===== src/rtl/i2c_eeprom_master_if.sv =====
// Request/response and I2C pin bundle for i2c_eeprom_master.
// master: controller side; slave: requester and bus side.
interface i2c_eeprom_master_if;
    logic       wr_req;
    logic       rd_req;
    logic [7:0] reg_addr;
    logic [7:0] wr_data;
    logic [7:0] rd_data;
    logic       busy;
    logic       done;
    logic       ack_err;
    logic       scl_o;
    logic       sda_o;
    logic       sda_oe;
    logic       sda_i;

    modport master (
        input  wr_req, rd_req, reg_addr, wr_data, sda_i,
        output rd_data, busy, done, ack_err, scl_o, sda_o, sda_oe
    );

    modport slave (
        output wr_req, rd_req, reg_addr, wr_data, sda_i,
        input  rd_data, busy, done, ack_err, scl_o, sda_o, sda_oe
    );
endinterface


===== src/rtl/i2c_eeprom_master.sv =====
// Byte-write / random-read I2C master for a 24xx-style EEPROM.
// Define I2C_EEPROM_ACK_CHECK_EN to abort on NACK and report ack_err.
module i2c_eeprom_master #(
    parameter int unsigned QTR      = 25,
    parameter logic [6:0]  DEV_ADDR = 7'b1010000
) (
    input logic                 clk,
    input logic                 reset,
    i2c_eeprom_master_if.master bus
);

`ifdef I2C_EEPROM_ACK_CHECK_EN
    localparam logic ACK_CHK = 1'b1;
`else
    localparam logic ACK_CHK = 1'b0;
`endif

    localparam logic [15:0] QTR_LAST = 16'(QTR - 1);

    typedef enum logic [3:0] {
        IDLE, START, DEV_W, ACK_DW, REG, ACK_REG, WDATA, ACK_WD,
        RSTART, DEV_R, ACK_DR, RDATA, MNACK, STOP, DONE
    } state_t;

    state_t      state_q, state_d;
    logic [15:0] tq_q, tq_d;
    logic [1:0]  qtr_q, qtr_d;
    logic [2:0]  bit_q, bit_d;
    logic        op_rd_q, op_rd_d;
    logic [7:0]  addr_q, addr_d;
    logic [7:0]  data_q, data_d;
    logic [7:0]  shreg_q, shreg_d;
    logic [7:0]  rd_data_q, rd_data_d;
    logic        samp_q, samp_d;
    logic        ack_err_q, ack_err_d;
    logic        busy_q, busy_d;
    logic        done_q, done_d;
    logic        scl_q, scl_d;
    logic        sda_q, sda_d;
    logic        oe_q, oe_d;

    logic        timed;
    logic        tick;
    logic        bit_end;
    logic        nack;
    logic [7:0]  txb;

    always_comb begin
        state_d   = state_q;
        tq_d      = tq_q;
        qtr_d     = qtr_q;
        bit_d     = bit_q;
        op_rd_d   = op_rd_q;
        addr_d    = addr_q;
        data_d    = data_q;
        shreg_d   = shreg_q;
        rd_data_d = rd_data_q;
        samp_d    = samp_q;
        ack_err_d = ack_err_q;

        timed   = (state_q != IDLE) && (state_q != DONE);
        tick    = timed && (tq_q == QTR_LAST);
        bit_end = tick && (qtr_q == 2'd3);
        nack    = samp_q & ACK_CHK;

        if (timed) begin
            tq_d = tick ? 16'd0 : tq_q + 16'd1;
            if (tick) qtr_d = qtr_q + 2'd1;
        end

        // SDA is sampled on the last cycle of the first SCL-high quarter
        if (tick && (qtr_q == 2'd2)) begin
            samp_d = bus.sda_i;
            if (state_q == RDATA) shreg_d = {shreg_q[6:0], bus.sda_i};
        end

        if (bit_end && (state_q inside {DEV_W, REG, WDATA, DEV_R, RDATA}))
            bit_d = bit_q + 3'd1;

        if (bit_end && nack && (state_q inside {ACK_DW, ACK_REG, ACK_WD, ACK_DR}))
            ack_err_d = 1'b1;

        unique case (state_q)
            IDLE: begin
                if (bus.wr_req || bus.rd_req) begin
                    state_d   = START;
                    op_rd_d   = ~bus.wr_req;
                    addr_d    = bus.reg_addr;
                    data_d    = bus.wr_data;
                    ack_err_d = 1'b0;
                end
            end
            START:   if (bit_end) state_d = DEV_W;
            DEV_W:   if (bit_end && bit_q == 3'd7) state_d = ACK_DW;
            ACK_DW:  if (bit_end) state_d = nack ? STOP : REG;
            REG:     if (bit_end && bit_q == 3'd7) state_d = ACK_REG;
            ACK_REG: begin
                if (bit_end)
                    state_d = nack ? STOP : (op_rd_q ? RSTART : WDATA);
            end
            WDATA:   if (bit_end && bit_q == 3'd7) state_d = ACK_WD;
            ACK_WD:  if (bit_end) state_d = STOP;
            RSTART:  if (bit_end) state_d = DEV_R;
            DEV_R:   if (bit_end && bit_q == 3'd7) state_d = ACK_DR;
            ACK_DR:  if (bit_end) state_d = nack ? STOP : RDATA;
            RDATA:   if (bit_end && bit_q == 3'd7) state_d = MNACK;
            MNACK: begin
                if (bit_end) begin
                    state_d   = STOP;
                    rd_data_d = shreg_q;
                end
            end
            STOP:    if (bit_end) state_d = DONE;
            DONE:    state_d = IDLE;
            default: state_d = IDLE;
        endcase

        unique case (state_d)
            DEV_W:   txb = {DEV_ADDR, 1'b0};
            DEV_R:   txb = {DEV_ADDR, 1'b1};
            REG:     txb = addr_q;
            WDATA:   txb = data_q;
            default: txb = 8'hFF;
        endcase

        // Pins are derived from the next state so they line up with it
        scl_d  = 1'b1;
        sda_d  = 1'b1;
        oe_d   = 1'b0;
        busy_d = (state_d != IDLE) && (state_d != DONE);
        done_d = (state_d == DONE);

        unique case (state_d)
            START, RSTART: begin
                scl_d = qtr_d[1];
                sda_d = ~qtr_d[1];
                oe_d  = 1'b1;
            end
            DEV_W, DEV_R, REG, WDATA: begin
                scl_d = qtr_d[1];
                sda_d = txb[~bit_d];
                oe_d  = 1'b1;
            end
            ACK_DW, ACK_REG, ACK_WD, ACK_DR, RDATA: begin
                scl_d = qtr_d[1];
            end
            MNACK: begin
                scl_d = qtr_d[1];
                oe_d  = 1'b1;
            end
            STOP: begin
                scl_d = qtr_d[1];
                sda_d = (qtr_d == 2'd3);
                oe_d  = 1'b1;
            end
            default: begin
                scl_d = 1'b1;
            end
        endcase
    end

    always_ff @(posedge clk) begin
        if (reset) begin
            state_q   <= IDLE;
            tq_q      <= 16'd0;
            qtr_q     <= 2'd0;
            bit_q     <= 3'd0;
            op_rd_q   <= 1'b0;
            addr_q    <= 8'h00;
            data_q    <= 8'h00;
            shreg_q   <= 8'h00;
            rd_data_q <= 8'h00;
            samp_q    <= 1'b0;
            ack_err_q <= 1'b0;
            busy_q    <= 1'b0;
            done_q    <= 1'b0;
            scl_q     <= 1'b1;
            sda_q     <= 1'b1;
            oe_q      <= 1'b0;
        end else begin
            state_q   <= state_d;
            tq_q      <= tq_d;
            qtr_q     <= qtr_d;
            bit_q     <= bit_d;
            op_rd_q   <= op_rd_d;
            addr_q    <= addr_d;
            data_q    <= data_d;
            shreg_q   <= shreg_d;
            rd_data_q <= rd_data_d;
            samp_q    <= samp_d;
            ack_err_q <= ack_err_d;
            busy_q    <= busy_d;
            done_q    <= done_d;
            scl_q     <= scl_d;
            sda_q     <= sda_d;
            oe_q      <= oe_d;
        end
    end

    assign bus.rd_data = rd_data_q;
    assign bus.busy    = busy_q;
    assign bus.done    = done_q;
    assign bus.ack_err = ack_err_q;
    assign bus.scl_o   = scl_q;
    assign bus.sda_o   = sda_q;
    assign bus.sda_oe  = oe_q;

endmodule


===== src/flat_wrapper.sv =====
// flat-port wrapper written by rule: the top's interface ports become plain ports
module i2c_eeprom_master_flat 
#(
    parameter int unsigned QTR      = 25,
    parameter logic [6:0]  DEV_ADDR = 7'b1010000
)
  (clk, reset, bus_wr_req, bus_rd_req, bus_reg_addr, bus_wr_data, bus_sda_i, bus_rd_data, bus_busy, bus_done, bus_ack_err, bus_scl_o, bus_sda_o, bus_sda_oe);
  i2c_eeprom_master_if bus_i ();
  input logic clk;
  input logic reset;
  input wire logic [$bits(bus_i.wr_req)-1:0] bus_wr_req;
  input wire logic [$bits(bus_i.rd_req)-1:0] bus_rd_req;
  input wire logic [$bits(bus_i.reg_addr)-1:0] bus_reg_addr;
  input wire logic [$bits(bus_i.wr_data)-1:0] bus_wr_data;
  input wire logic [$bits(bus_i.sda_i)-1:0] bus_sda_i;
  output wire logic [$bits(bus_i.rd_data)-1:0] bus_rd_data;
  output wire logic [$bits(bus_i.busy)-1:0] bus_busy;
  output wire logic [$bits(bus_i.done)-1:0] bus_done;
  output wire logic [$bits(bus_i.ack_err)-1:0] bus_ack_err;
  output wire logic [$bits(bus_i.scl_o)-1:0] bus_scl_o;
  output wire logic [$bits(bus_i.sda_o)-1:0] bus_sda_o;
  output wire logic [$bits(bus_i.sda_oe)-1:0] bus_sda_oe;
  assign bus_i.wr_req = bus_wr_req;
  assign bus_i.rd_req = bus_rd_req;
  assign bus_i.reg_addr = bus_reg_addr;
  assign bus_i.wr_data = bus_wr_data;
  assign bus_i.sda_i = bus_sda_i;
  assign bus_rd_data = bus_i.rd_data;
  assign bus_busy = bus_i.busy;
  assign bus_done = bus_i.done;
  assign bus_ack_err = bus_i.ack_err;
  assign bus_scl_o = bus_i.scl_o;
  assign bus_sda_o = bus_i.sda_o;
  assign bus_sda_oe = bus_i.sda_oe;
  i2c_eeprom_master #(.QTR(QTR), .DEV_ADDR(DEV_ADDR)) u_core (.clk(clk), .reset(reset), .bus(bus_i));
endmodule

===== config.mk =====
export PLATFORM = sky130hd
export DESIGN_NAME = i2c_eeprom_master_flat
export DESIGN_NICKNAME = d
export VERILOG_FILES = /design/src/rtl/i2c_eeprom_master_if.sv /design/src/rtl/i2c_eeprom_master.sv /design/src/flat_wrapper.sv
export SDC_FILE = /design/constraint.sdc
export NUM_CORES = 1
export LEC_CHECK = 0
export ABC_CLOCK_PERIOD_IN_PS = 3350
export BUFFER_PORTS_ARGS = -buffer_cell sky130_fd_sc_hd__buf_2
export CAP_MARGIN = 20
export CELL_PAD_IN_SITES_DETAIL_PLACEMENT = 1
export CELL_PAD_IN_SITES_GLOBAL_PLACEMENT = 1
export CORE_ASPECT_RATIO = 0.5
export CORE_MARGIN = 8
export CORE_UTILIZATION = 35
export CTS_CLUSTER_DIAMETER = 60
export DETAILED_ROUTE_END_ITERATION = 12
export HOLD_SLACK_MARGIN = 0.02
export PLACE_DENSITY = 0.67
export SLEW_MARGIN = 10
export SYNTH_ARGS = -nofsm -noshare
export SYNTH_HDL_FRONTEND = slang
export SYNTH_SLANG_ARGS = --single-unit

===== constraint.sdc =====
create_clock -name clk -period 3.35 [get_ports clk]
set_clock_uncertainty 0.15 [all_clocks]
set_input_delay 0.67 -clock clk [delete_from_list [all_inputs] [get_ports clk]]
set_output_delay 0.67 -clock clk [all_outputs]
set_load 0.05 [all_outputs]

==> results.sh <==
export IMPL_synth_compound_area_frac=0.163
export IMPL_syn_avg_cell_area_sq_um=8.48
export IMPL_setup_viol=0
export IMPL_initial_core_util=0.354
export IMPL_synth_area_leaders="dfxtp_1 (41%), mux2i_1 (6.6%), nor2_1 (6.5%)"
export IMPL_tritoncts="yes"
export IMPL_drc=0
export IMPL_path_clk_slew_ns=0.06
export IMPL_maxCapViolations=0
export IMPL_grt_overflow=0
export IMPL_leakage_nw=1.44
export IMPL_clk_latency_ns=0.34
export IMPL_dieWidth_um=148
export IMPL_drt_first_iter_violations=91
export IMPL_firstDrtPassIters=4
export IMPL_synth_simple_area_share=0.238
export IMPL_gp_congestion=0.830
export IMPL_max_slew_margin_rel=0.420
export IMPL_syn_nets=386
export IMPL_synth_fa_ha_area_frac=0.0247
export IMPL_antenna_cells=0
export IMPL_max_stage_delay_ns=0.41
export IMPL_drv_slew=0
export IMPL_io_buffers=33
export IMPL_synth_top_family_by_area="simple AND/OR/NAND/NOR gates"
export IMPL_min_period_over_period=0.929
export IMPL_yosysWarnings=0
export IMPL_finalHoldViolations=0
export IMPL_yosys_area_top_type="dfxtp_1"
export IMPL_synth_cell_types=54
export IMPL_worst_ep_required_time_ns=3.41
export IMPL_ys_ff_latch=63
export IMPL_startpoint_type="flip-flop"
export IMPL_antenna_left=0
export IMPL_synth_top_area_share=0.414
export IMPL_grt_usage=0.140
export IMPL_seq_area_frac_synth=0.414
export IMPL_max_freq_ghz=0.321
export IMPL_synth_async_reset_ratio=0
export IMPL_pre_cts_ws_ns=0.164
export IMPL_grt_max_degree=49
export IMPL_final_cells=518
export IMPL_die_height_um=81.9
export IMPL_crit_fanout=10
export IMPL_syn2layout_area_growth_pct=21.8
export IMPL_fin_setup_tns_ns=0
export IMPL_power_density_nw_per_um2=530
export IMPL_crit_type="flip-flop to flip-flop"
export IMPL_ys_flop_type="dfxtp_1"
export IMPL_htreeDepth=3
export IMPL_max_vdd_ir_drop_mv=0.218
export IMPL_fill_cells=1035
export IMPL_layout_drive_gt1_share=0.185
export IMPL_nets=423
export IMPL_cts_buffer_depth=2
export IMPL_crit_arrival_ns=3.18
export IMPL_numCtsBuffers=9
export IMPL_row_count=24
export IMPL_synthCells=359
export IMPL_clkSinkCount=63
export IMPL_reg2reg_setup_slack_ns=0.24
export IMPL_status="completed"
export IMPL_rsz0062_at_grt="false"
export IMPL_synth_area_sq_um=3040
export IMPL_setup_slack_ns=0.238
export IMPL_die_area_sq_um=12100
export IMPL_synthMuxAreaShare=0.0777
export IMPL_wl_per_cell_um=15.3
export IMPL_vias=2667
export IMPL_dp_cells=502
export IMPL_post_cts_buffers=0
export IMPL_grt_pass1_vias=2792
export IMPL_via_per_inst=5.15
export IMPL_cpMaxStageDelayCell="nor4bb_2"
export IMPL_ios=35
export IMPL_cp_end_kind="flip-flop"
export IMPL_routed_wl_mm=7.95
export IMPL_worstHoldPathType="flip-flop to flip-flop"
export IMPL_synth_edf_count=0
export IMPL_synthXorXnorAreaFrac=0.0461
export IMPL_cts_root_buf="clkbuf_16"
export IMPL_worstPathCellList="inv_1, ha_1, nor4bb_2, nand4b_4, a2bb2oi_1, o22ai_4, mux2_2, a221oi_1, a211oi_1, nor3_1, o211ai_2"
export IMPL_period_needed_ns=3.11
export IMPL_grt_antenna_before_repair=0
export IMPL_grt_pass1_wl_mm=13.5
export IMPL_worstMarginPinSlew_ns=0.869
export IMPL_core_sq_um=8590
export IMPL_place_hpwl_mm=5.73
where the power goes:
| group | switching (mW) | internal [mW] | total (mW) |
|---|---|---|---|
| clock | 0.373 | 0.661 | 1.03 |
| combinational | 0.0872 | 0.0488 | 0.136 |
| sequential | 0.0198 | 0.773 | 0.793 |
| total | 0.480 | 1.48 | 1.96 |
layout make-up:
class                   count  area [sq um]  share of cell area
well taps                 117           146              0.0395
repair buffers             44           248              0.0668
multi-input cells         269          1690               0.455
clock buffers               9           225              0.0608
clock inverters             7           105              0.0284
inverters                   9          33.8             0.00912
flip-flops and latches     63          1260               0.340
sequential cells by signal, indices dropped and copies added, names as in the netlist, 2 cells and up:
signal / count
u_core.addr_q: 8
u_core.tq_q: 16
u_core.bit_q: 3
u_core.qtr_q: 2
u_core.state_q: 4
u_core.shreg_q: 8
u_core.bus.rd_data: 8
u_core.data_q: 8
metrics by stage:
| stage | hold WS [ns] | instance area, sq um | utilization | power (mW) |
|---|---|---|---|---|
| floorplan | 0.283 | 3040 | - | 0.901 |
| global placement | 0.299 | 3370 | 0.392 | 0.941 |
| detailed placement | 0.306 | 3370 | 0.392 | 0.947 |
| CTS | 0.315 | 3700 | 0.431 | 1.99 |
| global route | 0.340 | 3710 | 0.432 | 2.04 |
| finish | 0.312 | 3710 | 0.432 | 1.96 |
layout by cell type, fill, tap and decap left out, types with 10 or more instances in the layout:
cell type | netlist | routed
buf_4 | 1 | 11
nor2_1 | 53 | 53
xor2_1 | 10 | 10
o21ai_0 | 10 | 10
dfxtp_1 | 63 | 63
buf_2 | 2 | 33
a21oi_1 | 29 | 29
mux2i_1 | 20 | 20
nand2_1 | 48 | 48
worst max-delay path, delay by kind of cell, from the launching register on:
| family | cells | cell delay, ns |
|---|---|---|
| buf+inv | 1 | 0.10 |
| fa+ha+maj | 1 | 0.18 |
| simple gates | 3 | 0.83 |
| mux | 1 | 0.40 |
| flops | 1 | 0.33 |
| compound gates | 5 | 0.99 |
Yosys cell counts, types with 2 or more instances:
| library cell | instances |
|---|---|
| a211oi_1 | 7 |
| a21oi_1 | 29 |
| a221oi_1 | 2 |
| and2_1 | 2 |
| and3_1 | 8 |
| buf_2 | 2 |
| clkbuf_1 | 15 |
| dfxtp_1 | 63 |
| ha_1 | 6 |
| inv_1 | 9 |
| mux2_2 | 2 |
| mux2i_1 | 20 |
| nand2_1 | 48 |
| nand2b_1 | 3 |
| nand3_1 | 9 |
| nand3b_1 | 2 |
| nand4_1 | 4 |
| nor2_1 | 53 |
| nor3_1 | 4 |
| nor4_1 | 3 |
| nor4bb_1 | 2 |
| o2111ai_1 | 2 |
| o211ai_1 | 3 |
| o21a_1 | 4 |
| o21ai_0 | 10 |
| o21ai_1 | 2 |
| o22a_1 | 2 |
| o31ai_1 | 2 |
| or3_1 | 2 |
| xnor2_1 | 6 |
| xor2_1 | 10 |
path summary, 6_finish.rpt:
check	from	to	cells after the start
min reg2reg	u_core.data_q[1]	u_core.data_q[1]	2
min	u_core.data_q[1]	u_core.data_q[1]	2
max	u_core.tq_q[0]	u_core.bus.sda_o	11
max reg2reg	u_core.tq_q[0]	u_core.bus.sda_o	11
kinds of logic after synthesis:
kind of cell | Yosys count
AOI/OAI and AO/OA | 73
xor gates and xnor gates | 16
adders and majority gates | 6
buffers and inverters | 27
DFF | 63
muxes | 23
other | 1
and+or+nand+nor | 150
timing repair:
action / CTS / global route
resized for setup: 0 / 1
hold buffers: 0 / 0
setup endpoints to repair: 0 / 1
metal layers:
layer	GRT usage	vias up	part of all wire	wire, um
met5	0	-	0	0
met4	0.0575	0	0.016	127
met3	0.0440	9	0.028	220
met2	0.237	28	0.47	3770
met1	0.166	1298	0.48	3830
li1	-	1332	-	-
Note: power is estimated with default switching activity, not from simulation.
